**src/rtl/toy_bus_pkg.sv**
```systemverilog
// Shared toy_bus definitions: payload widths, field placement inside the
// packed request/ack payloads, and the encoding used to name a requester port.
package toy_bus_pkg;

  // Common field widths
  localparam int ADDR_W = 32;
  localparam int STRB_W = 32;
  localparam int DATA_W = 256;
  localparam int OPC_W  = 1;
  localparam int ID_W   = 4;
  localparam int SB_W   = 10;

  // Request payload {addr, strb, data, opcode, src_id, tgt_id, sideband}
  localparam int REQ_PLD_W    = ADDR_W + STRB_W + DATA_W + OPC_W + 2 * ID_W + SB_W;
  localparam int REQ_SB_LSB   = 0;
  localparam int REQ_TGT_LSB  = REQ_SB_LSB + SB_W;
  localparam int REQ_SRC_LSB  = REQ_TGT_LSB + ID_W;
  localparam int REQ_OPC_LSB  = REQ_SRC_LSB + ID_W;
  localparam int REQ_DATA_LSB = REQ_OPC_LSB + OPC_W;
  localparam int REQ_STRB_LSB = REQ_DATA_LSB + DATA_W;
  localparam int REQ_ADDR_LSB = REQ_STRB_LSB + STRB_W;

  // Ack payload {opcode, data, sideband, src_id, tgt_id}
  localparam int ACK_PLD_W    = OPC_W + DATA_W + SB_W + 2 * ID_W;
  localparam int ACK_TGT_LSB  = 0;
  localparam int ACK_SRC_LSB  = ACK_TGT_LSB + ID_W;
  localparam int ACK_SB_LSB   = ACK_SRC_LSB + ID_W;
  localparam int ACK_DATA_LSB = ACK_SB_LSB + SB_W;
  localparam int ACK_OPC_LSB  = ACK_DATA_LSB + DATA_W;

  // Requester port index, also the value stored in the order FIFO
  typedef enum logic {
    PORT_IN0 = 1'b0,
    PORT_IN1 = 1'b1
  } port_idx_e;

  // The port that gets priority after the given port wins a handshake
  function automatic port_idx_e otherPort(input port_idx_e p);
    return (p == PORT_IN0) ? PORT_IN1 : PORT_IN0;
  endfunction

endpackage

```
**src/rtl/toy_bus_order_fifo.sv**
```systemverilog
// Small order FIFO remembering which requester owns each outstanding
// transaction, so acks return to the port that issued the request.
module toy_bus_order_fifo #(
  parameter int DEPTH = 4,
  parameter int WIDTH = 1,
  localparam int PTR_W = $clog2(DEPTH),
  localparam int CNT_W = PTR_W + 1
) (
  input  logic             clk,
  input  logic             rst_n,
  input  logic             push_i,
  input  logic [WIDTH-1:0] pushData_i,
  input  logic             pop_i,
  output logic [WIDTH-1:0] popData_o,
  output logic             full_o,
  output logic             empty_o,
  output logic [CNT_W-1:0] count_o
);

  logic [WIDTH-1:0] mem_q [DEPTH];
  logic [PTR_W-1:0] wrPtr_q, wrPtr_d;
  logic [PTR_W-1:0] rdPtr_q, rdPtr_d;
  logic [CNT_W-1:0] count_q, count_d;
  logic             doPush;
  logic             doPop;

  assign full_o    = (count_q == CNT_W'(DEPTH));
  assign empty_o   = (count_q == '0);
  assign count_o   = count_q;
  assign popData_o = mem_q[rdPtr_q];

  // Qualify push/pop against full/empty and compute the next pointers and count
  always_comb begin
    doPush  = push_i & ~full_o;
    doPop   = pop_i & ~empty_o;
    wrPtr_d = doPush ? wrPtr_q + PTR_W'(1) : wrPtr_q;
    rdPtr_d = doPop ? rdPtr_q + PTR_W'(1) : rdPtr_q;
    count_d = count_q;
    if (doPush && !doPop) begin
      count_d = count_q + CNT_W'(1);
    end else if (!doPush && doPop) begin
      count_d = count_q - CNT_W'(1);
    end
  end

  // Pointer and occupancy registers; pointers wrap naturally at DEPTH
  always_ff @(posedge clk or negedge rst_n) begin
    if (!rst_n) begin
      wrPtr_q <= '0;
      rdPtr_q <= '0;
      count_q <= '0;
    end else begin
      wrPtr_q <= wrPtr_d;
      rdPtr_q <= rdPtr_d;
      count_q <= count_d;
    end
  end

  // Entry storage, written at the tail on each accepted push
  always_ff @(posedge clk or negedge rst_n) begin
    if (!rst_n) begin
      for (int i = 0; i < DEPTH; i++) begin
        mem_q[i] <= '0;
      end
    end else if (doPush) begin
      mem_q[wrPtr_q] <= pushData_i;
    end
  end

endmodule

```
**src/rtl/toy_bus_arb2_sched.sv**
```systemverilog
// Two-requester round-robin arbiter onto one downstream port. Grants are
// combinational; a stalled grant is locked to its winner, and the order FIFO
// steers each returning ack back to the requester that owns it.
module toy_bus_arb2_sched
  import toy_bus_pkg::*;
#(
  parameter int DEPTH = 4,
  parameter int REQ_W = REQ_PLD_W,
  parameter int ACK_W = ACK_PLD_W,
  localparam int CNT_W = $clog2(DEPTH) + 1
) (
  input  logic             clk,
  input  logic             rst_n,
  input  logic             in0_req_vld,
  output logic             in0_req_rdy,
  input  logic [REQ_W-1:0] in0_req_pld,
  input  logic             in1_req_vld,
  output logic             in1_req_rdy,
  input  logic [REQ_W-1:0] in1_req_pld,
  output logic             out0_req_vld,
  input  logic             out0_req_rdy,
  output logic [REQ_W-1:0] out0_req_pld,
  input  logic             out0_ack_vld,
  output logic             out0_ack_rdy,
  input  logic [ACK_W-1:0] out0_ack_pld,
  output logic             in0_ack_vld,
  input  logic             in0_ack_rdy,
  output logic [ACK_W-1:0] in0_ack_pld,
  output logic             in1_ack_vld,
  input  logic             in1_ack_rdy,
  output logic [ACK_W-1:0] in1_ack_pld,
  output logic [CNT_W-1:0] outstanding_cnt,
  output logic             err_unexp_ack
);

  port_idx_e rrPtr_q, rrPtr_d;
  port_idx_e lockIdx_q, lockIdx_d;
  logic      lock_q, lock_d;
  logic      errUnexpAck_q, errUnexpAck_d;
  port_idx_e winner;
  port_idx_e ackHead;
  logic      lockedVld;
  logic      reqHs;
  logic      ackHs;
  logic      fifoFull;
  logic      fifoEmpty;
  logic      headData;

  // Pick the winner: a locked stalled grant first, then the only valid
  // requester, otherwise whoever the round-robin pointer favours
  always_comb begin
    lockedVld = (lockIdx_q == PORT_IN0) ? in0_req_vld : in1_req_vld;
    winner    = rrPtr_q;
    if (lock_q && lockedVld) begin
      winner = lockIdx_q;
    end else if (in0_req_vld && !in1_req_vld) begin
      winner = PORT_IN0;
    end else if (in1_req_vld && !in0_req_vld) begin
      winner = PORT_IN1;
    end
  end

  // Request path: forward the winner, hold everything off while full or in reset
  always_comb begin
    out0_req_vld = (in0_req_vld | in1_req_vld) & ~fifoFull & rst_n;
    out0_req_pld = (winner == PORT_IN1) ? in1_req_pld : in0_req_pld;
    in0_req_rdy  = out0_req_rdy & ~fifoFull & rst_n & (winner == PORT_IN0);
    in1_req_rdy  = out0_req_rdy & ~fifoFull & rst_n & (winner == PORT_IN1);
    reqHs        = out0_req_vld & out0_req_rdy;
  end

  // Ack path: route to the FIFO head owner; nothing is accepted while empty
  always_comb begin
    ackHead      = port_idx_e'(headData);
    in0_ack_vld  = out0_ack_vld & ~fifoEmpty & (ackHead == PORT_IN0);
    in1_ack_vld  = out0_ack_vld & ~fifoEmpty & (ackHead == PORT_IN1);
    out0_ack_rdy = ~fifoEmpty & ((ackHead == PORT_IN0) ? in0_ack_rdy : in1_ack_rdy);
    in0_ack_pld  = out0_ack_pld;
    in1_ack_pld  = out0_ack_pld;
    ackHs        = out0_ack_vld & out0_ack_rdy;
  end

  // Next-state for priority pointer, grant lock and sticky error flag
  always_comb begin
    rrPtr_d       = reqHs ? otherPort(winner) : rrPtr_q;
    lock_d        = out0_req_vld & ~out0_req_rdy;
    lockIdx_d     = winner;
    errUnexpAck_d = errUnexpAck_q | (out0_ack_vld & fifoEmpty);
  end

  // Arbitration state registers; reset gives in0 priority and clears the lock
  always_ff @(posedge clk or negedge rst_n) begin
    if (!rst_n) begin
      rrPtr_q       <= PORT_IN0;
      lock_q        <= 1'b0;
      lockIdx_q     <= PORT_IN0;
      errUnexpAck_q <= 1'b0;
    end else begin
      rrPtr_q       <= rrPtr_d;
      lock_q        <= lock_d;
      lockIdx_q     <= lockIdx_d;
      errUnexpAck_q <= errUnexpAck_d;
    end
  end

  assign err_unexp_ack = errUnexpAck_q;

  toy_bus_order_fifo #(
    .DEPTH (DEPTH),
    .WIDTH (1)
  ) uOrderFifo (
    .clk        (clk),
    .rst_n      (rst_n),
    .push_i     (reqHs),
    .pushData_i (winner),
    .pop_i      (ackHs),
    .popData_o  (headData),
    .full_o     (fifoFull),
    .empty_o    (fifoEmpty),
    .count_o    (outstanding_cnt)
  );

endmodule
```
**config.mk**
```make
export PLATFORM = sky130hd
export DESIGN_NAME = toy_bus_arb2_sched
export DESIGN_NICKNAME = d
export VERILOG_FILES = /design/src/rtl/toy_bus_pkg.sv /design/src/rtl/toy_bus_order_fifo.sv /design/src/rtl/toy_bus_arb2_sched.sv
export SDC_FILE = /design/constraint.sdc
export NUM_CORES = 1
export LEC_CHECK = 0
export BUFFER_PORTS_ARGS = -buffer_cell sky130_fd_sc_hd__buf_2
export CAP_MARGIN = 20
export CELL_PAD_IN_SITES_DETAIL_PLACEMENT = 1
export CELL_PAD_IN_SITES_GLOBAL_PLACEMENT = 1
export CORE_AREA = 2 2 732 734
export DETAILED_ROUTE_END_ITERATION = 8
export DIE_AREA = 0 0 734 736
export HOLD_SLACK_MARGIN = 0.05
export PLACE_DENSITY_LB_ADDON = 0.1
export SYNTH_ARGS = -nofsm -noshare
export SYNTH_HDL_FRONTEND = slang
export SYNTH_SLANG_ARGS = --single-unit
```
**constraint.sdc**
```tcl
create_clock -name clk -period 4.65 [get_ports clk]
set_clock_uncertainty 0.2 [all_clocks]
set_input_delay 0.93 -clock clk [delete_from_list [all_inputs] [get_ports clk]]
set_output_delay 0.93 -clock clk [all_outputs]
set_load 0.05 [all_outputs]
```
Yosys cells after proc, flatten, opt, wreduce, memory -nomap -nowiden
Cells that the tools add are included.

word-level totals
  output and inout port bits = 899
  register bits = 15

cells by class
  bitwise logic cells = 25
  reductions and logical operators = 12
  order comparisons = 3
  add/sub/neg operators = 4
  multiplexer cells = 15
  equal/unequal tests = 1

operators by type and width
  kind                   count
  $mux W339              1
  $and A1 B1 Y1          16
  $mux W1                9
  $ge A3 B3 Y1 const B   2
  $logic_and A1 B1 Y1    6
  $mux W3                2
  $not A2 Y3             2
  $not A1 Y1             5
  $add A2 B1 Y2 const B  2
  $bwmux W4              1
  $logic_not A1 Y1       4
  $add A3 B1 Y3 const B  1
  $eq A3 B3 Y1 const B   1
  $logic_not A3 Y1       1
  $lt A3 B1 Y1 const B   1
  $sub A3 B1 Y3 const B  1
  $bmux W1 S2            1
  $demux W1 S2           1
  $or A1 B1 Y1           2
  $reduce_bool A2 Y1     1

Logic depth before layout (Yosys ltp)
Gate-level depths: netlist of run 1.

  depth after elaboration = 11
  mapped depth = 9
  depth with buffers taken out = 9

By module
A second synthesis of run 1 with hierarchy kept.

second synthesis, totals
  cells, all modules = 1006
  area, all modules = 10269.8 um^2

modules (own cells, without submodules)
  module              cells each  area each (um^2)  sequential area each (um^2)  times used
  toy_bus_arb2_sched  953         9666.8            100.1                        1
  toy_bus_order_fifo  53          603.1             275.3                        1

Least setup slack after synthesis of run 1
No wires, ideal clock.

  path kind = input-to-output
  start point = input port in1_req_vld
  end point = output port in0_req_rdy
  path slack = 1.325 ns
  data arrival time = 2.195 ns
  buffers on the path = 2
  stages = 6
  path through = o211ai_1 o21a_1 inv_2 buf_2 buf_2 nor2_1

between the ends
  longest elaborated chain between the ends = 6

ends and longest elaborated chain
  element                                                         RTL line                                            source
  start, declared                                                 toy_bus_arb2_sched.sv:17                            input logic in1_req_vld,
  $logic_and A1 B1 Y1 / $logic_not A1 Y1 (equally long branches)  toy_bus_arb2_sched.sv:58, toy_bus_arb2_sched.sv:56
  $mux W1 / $logic_and A1 B1 Y1 (equally long branches)           toy_bus_arb2_sched.sv:58, toy_bus_arb2_sched.sv:56
  $mux W1                                                         toy_bus_arb2_sched.sv:56                            end else if (in0_req_vld && !in1_req_vld) begin
  $mux W1 *                                                       toy_bus_arb2_sched.sv:54                            if (lock_q && lockedVld) begin
  named net lockIdx_d                                             toy_bus_arb2_sched.sv:37                            port_idx_e lockIdx_q, lockIdx_d;
  $not A1 Y1 *                                                    n/a
  $and A1 B1 Y1 *                                                 toy_bus_arb2_sched.sv:67                            in0_req_rdy = out0_req_rdy & ~fifoFull & rst_n & (winner == PORT_IN0);
  end, declared                                                   toy_bus_arb2_sched.sv:15                            output logic in0_req_rdy,

Mark *: on every way through the listed nets, which the timed path passes. The rest lies on a longest branch.

Final worst setup path of run 1
  start point = input port in1_req_vld
  end point = output port out0_req_pld[3]

between the ends
  longest elaborated chain between the ends = 5

ends and longest elaborated chain
  element                                                         RTL line                                            source
  $logic_and A1 B1 Y1 / $logic_not A1 Y1 (equally long branches)  toy_bus_arb2_sched.sv:58, toy_bus_arb2_sched.sv:56
  $mux W1 / $logic_and A1 B1 Y1 (equally long branches)           toy_bus_arb2_sched.sv:58, toy_bus_arb2_sched.sv:56
  $mux W1                                                         toy_bus_arb2_sched.sv:56
  $mux W1 *                                                       toy_bus_arb2_sched.sv:54
  $mux W339 *                                                     toy_bus_arb2_sched.sv:66                            out0_req_pld = (winner == PORT_IN1) ? in1_req_pld : in0_req_pld;
  end, declared                                                   toy_bus_arb2_sched.sv:22                            output logic [REQ_W-1:0] out0_req_pld,

Every way passes the cells marked *; elsewhere a longest branch is shown, timed or not.

==> results of run 1 <==
layout by cell type (no fill, tap or decap), types with 2 or more instances in the layout:
cell       count
buf_12        76
buf_2        953
buf_4         28
clkbuf_16      3
dfrtp_1       15
diode_2       43
ha_1           5
inv_1          4
mux2_1         4
mux2_2       340
nand2_1        6
nand2b_1       2
nor2_1         9
nor3_1         2
xnor2_1        3
xor2_1         3
where the power goes:
part / switching (W) / total (W) / internal, W
Clock: 0.0000603 / 0.000177 / 0.000117
Sequential: 0.0000775 / 0.000270 / 0.000193
Combinational: 0.00523 / 0.00704 / 0.00181
per-stage QoR:
stage / hold slack [ns] / utilization, % / TNS [ns]
after global routing: 0.311 / 3.76 / 0
after detailed placement: 0.286 / 3.74 / 0
after global placement: 0.285 / 3.74 / -0.0258
after CTS: 0.297 / 3.76 / 0
after floorplan: 0.250 / - / 0
final: 0.288 / 3.78 / 0
worst max-delay path, stage by stage:
cell and delay (ns):
buf_2 0.17, nor2_1 0.09, o21a_1 0.29, inv_8 0.41
buf_12 0.38, mux2_2 0.56, buf_12 0.23
flip-flops by register name (all words and copies together), names as in the netlist:
register and count:
uOrderFifo.rdPtr_q 2, rrPtr_q 1, uOrderFifo.count_o 3, uOrderFifo.mem_q 4, lockIdx_q 1, lock_q 1, uOrderFifo.wrPtr_q 2, err_unexp_ack 1
worst max-delay path by stage:
| stage | start | endpoint | slack [ns] | cells past startpoint |
|---|---|---|---|---|
| after floorplan | in1_req_vld | in0_req_rdy | 1.33 | 6 |
| after global placement | in1_req_vld | out0_req_pld[3] | -0.03 | 7 |
| after detailed placement | in1_req_vld | out0_req_pld[3] | 0.005 | 7 |
| after CTS | in1_req_vld | out0_req_pld[3] | 0.001 | 7 |
| after global routing | in1_req_vld | out0_req_pld[3] | 0.01 | 7 |
| final | in1_req_vld | out0_req_pld[3] | 0.13 | 7 |
cell families after synthesis:
family | Yosys count | share of synthesized area [%]
flops | 15 | 4.20
mux | 346 | 43.7
fa+ha+maj | 6 | 0.924
simple gates | 25 | 1.68
buf+inv | 593 | 48.5
compound gates | 5 | 0.364
xor+xnor | 6 | 0.588
synthesized netlist by cell type, drive strengths merged, types with 2 or more instances:
cell type	count	area [um2]
ha	5	62.6
inv	5	18.8
nand2b	2	12.5
dfrtp	15	375
nor3	2	10.0
nand2	6	22.5
nor3b	2	26.3
xnor2	3	26.3
mux2	344	3870
xor2	3	26.3
buf	588	4320
nor2	9	33.8
layer usage:
layer	GRT usage, %	routed length, um	up-vias
met5	0.229	563	-
met4	2.61	10300	56
met3	14.2	86500	416
met2	13.4	105000	1735
met1	8.13	79100	4445
li1	-	-	3764
final cells by class:
class,count,share of cell area [%]
Timing Repair Buffer,1057,32.3
Multi-Input combinational cell,388,21.0
Inverter,5,0.131
Antenna cell,43,0.535
Clock buffer,4,0.392
Tap cell,7020,43.7
Sequential cell,15,1.87
==> flow_metrics.py, run 1 <==
metrics = {
    "place": {
        "port_buffers": 1034,
        "post-dp-hpwl_um": 273000,
        "gp_congestion": 0.904,
        "dpl_worst_slack_ns": 0.00508,
        "placed_area_um2": 19900,
        "place_inst": 8485,
    },
    "clock_tree": {
        "htree_num_levels": 1,
        "clockRootBuffer": "clkbuf_16",
        "tritoncts.num_buffers": 3,
        "cts.clk_slew.worst_paths_ns": 0.05,
        "clk_path_buf_depth": 2,
        "cts_tree": "built",
        "cts_resized": 0,
        "cts_setup_buffers": 0,
        "clk_latency_ns": 0.25,
        "clkSinkCount": 15,
        "cts-hold-fix-buffers": 0,
    },
    "critical_path": {
        "end_kind": "primary output",
        "path_class": "in2out",
        "rr_worst_depth": 9,
        "crit_path_max_fanout": 42,
        "rr_startpoint": "uOrderFifo.rdPtr_q[0]$_DFFE_PN0P_",
        "rrSetupSlack_ns": 1.73,
        "critPathArrivalTime_ns": 3.39,
        "r2r_end": "uOrderFifo.count_o[2]$_DFFE_PN0P_",
        "cp.required_ns": 3.52,
        "startpoint_type": "input port",
    },
    "power_and_ir_drop": {
        "peakVddDrop_mv": 0.184,
        "p_leak_nw": 6.35,
        "p_per_area_nw_per_um2": 372,
        "power_w": 0.00749,
    },
    "synthesis": {
        "synth_edf_count": 0,
        "async_flop_share_pct": 100,
        "synthCells": 996,
        "synth_area_um2": 8940,
        "ys_warn_count": 0,
        "synth-seq-cells": 15,
        "ys.flop_type": "dfrtp_1",
        "ys_seq_area_share_pct": 4.20,
        "synth.distinct_cells": 28,
        "syn-num-nets": 1963,
        "synth_area_per_cell_um2": 8.97,
    },
    "routing": {
        "ant_nets": 0,
        "drc": 0,
        "wl_per_cell_um": 33.0,
        "drtIter0Drc": 353,
        "vias": 10400,
        "drtPass1Iterations": 4,
        "routed_wl_um": 281000,
        "viasPerCell": 1.22,
    },
    "floorplan": {
        "core_area_um2": 532000,
        "ioPinCount": 1860,
        "die_area_um2": 540000,
        "rows": 268,
        "die_x_um": 734,
        "die_h_um": 736,
        "initial_core_util_pct": 1.68,
    },
    "global_route": {
        "grt_max_degree": 43,
        "grt_antenna_before_repair": 166,
        "track_usage_pct": 9.95,
        "grt_pass1_wl_um": 307000,
        "grt_pass1_vias": 11000,
        "overflow": 0,
    },
    "timing": {
        "setup_viol": 0,
        "fmax_mhz": 221,
        "maxSlewViolCount": 0,
        "post-route-min-period_ns": 4.52,
        "worst_slack_ns": 0.126,
        "post-route-period-util_pct": 97.3,
        "hold_viol": 0,
        "tightest_slew_ns": 0.734,
        "rsz0062_at_grt": "no",
        "slew_headroom_pct": 50.9,
    },
    "final_layout": {
        "finalNetCount": 2437,
        "drive_above_1_share_pct": 95.6,
        "fillers": 63700,
        "register_area_um2": 375,
        "multiInputGateArea_um2": 4220,
        "syn2layout_area_growth_pct": 125,
        "final_cells": 8532,
        "fin_area_um2": 20100,
    },
    "worst_hold_path": {
        "hold_path_end": "uOrderFifo.rdPtr_q[1]$_DFFE_PN0P_",
        "min_from": "uOrderFifo.rdPtr_q[1]$_DFFE_PN0P_",
        "hold_depth": 1,
        "holdCritPathClass": "reg2reg",
    },
    "outcome": {
        "outcome": "complete, no violations",
    },
    "job": {
        "maxCapViolCount": 0,
    },
}
Power figures use the tool's default switching activity.
==> run 2: changes to the inputs <==
clock period = 5.8 ns   (was 4.65 ns; I/O delays follow)
==> flow_metrics.py, run 2 (synthesized netlist as in run 1, its figures left out) <==
metrics = {
    "outcome": {
        "outcome": "complete, no violations",
    },
    "timing": {
        "worst_slack_ns": 0.830,
        "post-route-period-util_pct": 85.7,
        "setup_viol": 0,
        "hold_viol": 0,
        "rsz0062_at_grt": "no",
        "tightest_slew_ns": 0.832,
        "setup_tns_ns": 0,
        "post-route-min-period_ns": 4.97,
        "holdWs_ns": 0.268,
        "slew_headroom_pct": 44.5,
        "maxSlewViolCount": 0,
        "fmax_mhz": 201,
    },
    "final_layout": {
        "largest_register_ffs": 4,
        "drive_above_1_share_pct": 95.7,
        "final_common_cell": "buf_2",
        "final_cell_mix": "1,014 x buf_2, 340 x mux2_2, 39 x buf_4",
        "syn2layout_area_growth_pct": 115,
        "fillers": 63800,
        "largest_register": "uOrderFifo.mem_q",
        "finalNetCount": 2437,
        "register_area_um2": 375,
        "multiInputGateArea_um2": 4220,
    },
    "global_route": {
        "grt_antenna_before_repair": 201,
        "grt_pass1_vias": 10900,
        "grt_max_degree": 61,
        "track_usage_pct": 10.2,
        "grt_pass1_wl_um": 314000,
        "overflow": 0,
    },
    "floorplan": {
        "core_area_um2": 532000,
        "die_x_um": 734,
        "die_h_um": 736,
        "die_area_um2": 540000,
        "initial_core_util_pct": 1.68,
        "rows": 268,
        "ioPinCount": 1860,
    },
    "critical_path": {
        "path_cells": "buf_2, o211ai_1, o21a_1, inv_8, buf_4, mux2_2, buf_4",
        "path_buf_inv": 4,
        "end_kind": "primary output",
        "cpMostUsedCell": "buf_4",
        "critPathTopFamily": "buffers and inverters",
        "path_class": "in2out",
        "critPathArrivalTime_ns": 3.61,
        "path_depth": 7,
        "rrSetupSlack_ns": 2.51,
        "cpMaxStageDelayCell": "mux2_2",
        "cp.required_ns": 4.44,
        "max_stage_delay_ns": 0.58,
        "crit_path_max_fanout": 60,
        "startpoint_type": "input port",
        "rr_worst_depth": 9,
    },
    "routing": {
        "ant_nets": 0,
        "viasPerCell": 1.22,
        "drtIter0Drc": 388,
        "routed_wl_um": 289000,
        "drtPass1Iterations": 4,
        "drc": 0,
        "wl_per_cell_um": 33.6,
        "vias": 10500,
    },
    "clock_tree": {
        "htree_num_levels": 1,
        "tritoncts.num_buffers": 3,
        "clk_path_buf_depth": 2,
        "cts_tree": "built",
        "cts_setup_buffers": 0,
        "clkSinkCount": 15,
        "clk_latency_ns": 0.25,
        "cts-hold-fix-buffers": 0,
        "clockRootBuffer": "clkbuf_16",
        "cts_resized": 0,
        "cts.clk_slew.worst_paths_ns": 0.06,
    },
    "power_and_ir_drop": {
        "clockPowerShare_pct": 2.6,
        "cellInternalPower_w": 0.00141,
        "sequentialPowerShare_pct": 3.8,
        "p_per_area_nw_per_um2": 291,
        "p_sw_share_pct": 74.8,
        "peakVddDrop_mv": 0.121,
        "p_sw_w": 0.00419,
        "p_leak_nw": 5.97,
        "comb_power_share_pct": 93.6,
    },
    "worst_hold_path": {
        "hold_depth": 1,
        "holdCritPathClass": "reg2reg",
    },
    "place": {
        "dpl_worst_slack_ns": 0.560,
        "gp_congestion": 0.938,
        "post-dp-hpwl_um": 280000,
        "port_buffers": 1034,
    },
    "job": {
        "maxCapViolCount": 0,
    },
}
-- run 2: cell count changes in the layout (fill, tap and decap cells not counted) --
| cell | delta |
|---|---|
| buf_12 | -72 |
| buf_2 | +61 |
| buf_4 | +11 |
| clkbuf_1 | -1 |
| clkinv_2 | +1 |
| diode_2 | +77 |
-- run 2: worst reg2reg max path: stages (launching register included) --
cell,delay [ns]
dfrtp_1,0.41
mux4_2,0.64
mux2i_1,0.65
or2_4,0.28
ha_1,0.18
inv_1,0.06
fa_1,0.38
xor2_1,0.15
nor2_1,0.12
xor2_1,0.15
-- run 2: layer usage --
layer,up-vias,part of all wire [%],wire [um],GRT usage [%]
met1,4409,32,91900,9.51
met3,470,29,82700,13.4
met4,60,3.7,10700,2.84
met2,1717,36,103000,13.1
li1,3861,-,-,-
met5,-,0.17,499,0.194
-- run 2: area by class of cell --
cell class                 instances  share of cell area, %
clock inverter                     1                 0.0260
timing repair buffer            1057                   28.3
multi-input combinational        388                   22.0
antenna                          120                   1.56
tap                             7020                   45.7
sequential                        15                   1.95
clock buffer                       3                  0.390
inverter                           5                  0.137
-- run 2: final timing paths --
check,from,to
max,in1_req_vld,out0_req_pld[325]
min,err_unexp_ack$_DFF_PN0_,err_unexp_ack$_DFF_PN0_
max reg2reg,uOrderFifo.rdPtr_q[0]$_DFFE_PN0P_,uOrderFifo.count_o[2]$_DFFE_PN0P_
min reg2reg,err_unexp_ack$_DFF_PN0_,err_unexp_ack$_DFF_PN0_
max in group asynchronous,rst_n,rrPtr_q$_DFFE_PN0P_
min in group asynchronous,rst_n,uOrderFifo.count_o[2]$_DFFE_PN0P_
-- run 2: stage by stage --
step                cells  area (um2)  util [%]  total power (W)
detailed placement   8485       18900      3.55          0.00574
finish               8609       19200      3.62          0.00560
CTS                  8489       18900      3.56          0.00591
global route         8517       19000      3.57          0.00602
floorplan             996        8940         -          0.00396
global placement     8485       18900      3.55          0.00575
-- run 2: power by group through the flow --
stage	combinational (W)	clock, W	sequential [W]
floorplan	0.00372	0	0.000241
CTS	0.00554	0.000154	0.000215
finish	0.00525	0.000146	0.000212
global placement	0.00553	0	0.000218
global route	0.00564	0.000157	0.000224
detailed placement	0.00552	0	0.000217
==> run 3: changes to the inputs <==
CTS_BUF_LIST = sky130_fd_sc_hd__clkbuf_8   (was unset)
==> flow_metrics.py, run 3 (synthesized netlist as in run 1, its figures left out) <==
metrics = {
    "global_route": {
        "grt_max_degree": 61,
        "grt_pass1_vias": 11000,
        "overflow": 0,
        "grt_antenna_before_repair": 201,
        "track_usage_pct": 10.2,
        "grt_pass1_wl_um": 314000,
    },
    "timing": {
        "setup_tns_ns": 0,
        "setup_viol": 0,
        "post-route-min-period_ns": 4.97,
        "post-route-period-util_pct": 85.7,
        "hold_viol": 0,
        "tightest_slew_ns": 0.834,
        "fmax_mhz": 201,
        "slew_headroom_pct": 44.4,
        "rsz0062_at_grt": "no",
        "maxSlewViolCount": 0,
    },
    "place": {
        "gp_congestion": 0.938,
        "post-dp-hpwl_um": 280000,
        "place_inst": 8485,
        "port_buffers": 1034,
    },
    "final_layout": {
        "largest_register": "uOrderFifo.mem_q",
        "syn2layout_area_growth_pct": 115,
        "finalNetCount": 2437,
        "largest_register_ffs": 4,
        "final_cell_mix": "1,014 x buf_2, 340 x mux2_2, 39 x buf_4",
        "final_common_cell": "buf_2",
        "final_cells": 8614,
        "drive_above_1_share_pct": 95.7,
    },
    "floorplan": {
        "die_area_um2": 540000,
        "die_h_um": 736,
        "initial_core_util_pct": 1.68,
        "ioPinCount": 1860,
        "rows": 268,
        "core_area_um2": 532000,
        "die_x_um": 734,
    },
    "critical_path": {
        "critPathArrivalTime_ns": 3.61,
        "rrSetupSlack_ns": 2.50,
        "startpoint_type": "input port",
        "crit_path_max_fanout": 60,
        "rr_startpoint": "uOrderFifo.rdPtr_q[0]$_DFFE_PN0P_",
        "path_class": "in2out",
        "r2r_end": "uOrderFifo.count_o[2]$_DFFE_PN0P_",
        "rr_worst_depth": 9,
        "end_kind": "primary output",
        "cp.required_ns": 4.44,
    },
    "worst_hold_path": {
        "hold_depth": 1,
        "holdCritPathClass": "reg2reg",
        "min_from": "err_unexp_ack$_DFF_PN0_",
        "hold_path_end": "err_unexp_ack$_DFF_PN0_",
    },
    "clock_tree": {
        "cts_tree": "built",
        "cts_resized": 0,
        "cts-hold-fix-buffers": 0,
        "clockRootBuffer": "clkbuf_8",
        "htree_num_levels": 1,
        "cts_setup_buffers": 0,
        "clk_path_buf_depth": 2,
        "clk_latency_ns": 0.26,
        "clkSinkCount": 15,
        "tritoncts.num_buffers": 3,
        "cts.clk_slew.worst_paths_ns": 0.08,
    },
    "routing": {
        "routed_wl_um": 289000,
        "vias": 10500,
        "ant_nets": 0,
        "drtPass1Iterations": 4,
        "wl_per_cell_um": 33.5,
        "drtIter0Drc": 385,
        "drc": 0,
        "viasPerCell": 1.22,
    },
    "power_and_ir_drop": {
        "p_per_area_nw_per_um2": 289,
        "peakVddDrop_mv": 0.121,
        "p_leak_nw": 5.95,
        "power_w": 0.00556,
    },
    "outcome": {
        "outcome": "complete, no violations",
    },
    "job": {
        "maxCapViolCount": 0,
    },
}
==> run 3: changes by cell type in the layout (fill, tap and decap cells not counted), sizes merged <==
cell and delta:
diode +5
==> run 3: per-layer routing <==
layer / vias up / track usage, % / wire length, um
met5: - / 0.194 / 498
met4: 60 / 2.84 / 10700
met3: 470 / 13.4 / 83300
met2: 1719 / 13.1 / 103000
met1: 4378 / 9.51 / 91300
li1: 3864 / - / -
==> run 3: how the worst max path moves through the flow <==
| stage | cells past startpoint | slack (ns) | startpoint | to |
|---|---|---|---|---|
| after floorplan | 6 | 2.02 | in1_req_vld | in0_req_rdy |
| after global placement | 7 | 0.60 | in1_req_vld | out0_req_pld[325] |
| after detailed placement | 7 | 0.56 | in1_req_vld | out0_req_pld[325] |
| after CTS | 7 | 0.55 | in1_req_vld | out0_req_pld[325] |
| after global routing | 7 | 0.56 | in1_req_vld | out0_req_pld[325] |
| final | 7 | 0.83 | in1_req_vld | out0_req_pld[325] |
==> run 3: layout make-up <==
class | count | area, um2
fillers | 63800 | 513000
inverters | 5 | 26.3
repair buffers | 1057 | 5450
clock inverters | 1 | 5.00
well taps | 7020 | 8780
diodes | 125 | 313
flip-flops and latches | 15 | 375
clock buffers | 3 | 41.3
multi-input cells | 388 | 4220
==> run 3: stage by stage <==
step,hold WS [ns],instance area (um2),setup WS (ns),util [%]
finish,0.274,19200,0.828,3.61
global route,0.308,19000,0.565,3.57
CTS,0.289,18900,0.553,3.55
detailed placement,0.266,18900,0.560,3.55
global placement,0.254,18900,0.598,3.55
floorplan,0.250,8940,2.02,-
==> run 3: worst max-delay path, stage by stage <==
cell      delay, ns
buf_2          0.12
o211ai_1       0.12
o21a_1         0.20
inv_8          0.49
buf_4          0.49
mux2_2         0.58
buf_4          0.29
==> run 3: report_power, final <==
part	leakage, nW	internal [W]	switching, W	total, W
Clock	0.0263	0.0000478	0.0000491	0.0000969
Combinational	5.75	0.00117	0.00408	0.00525
Sequential	0.175	0.000154	0.0000581	0.000212
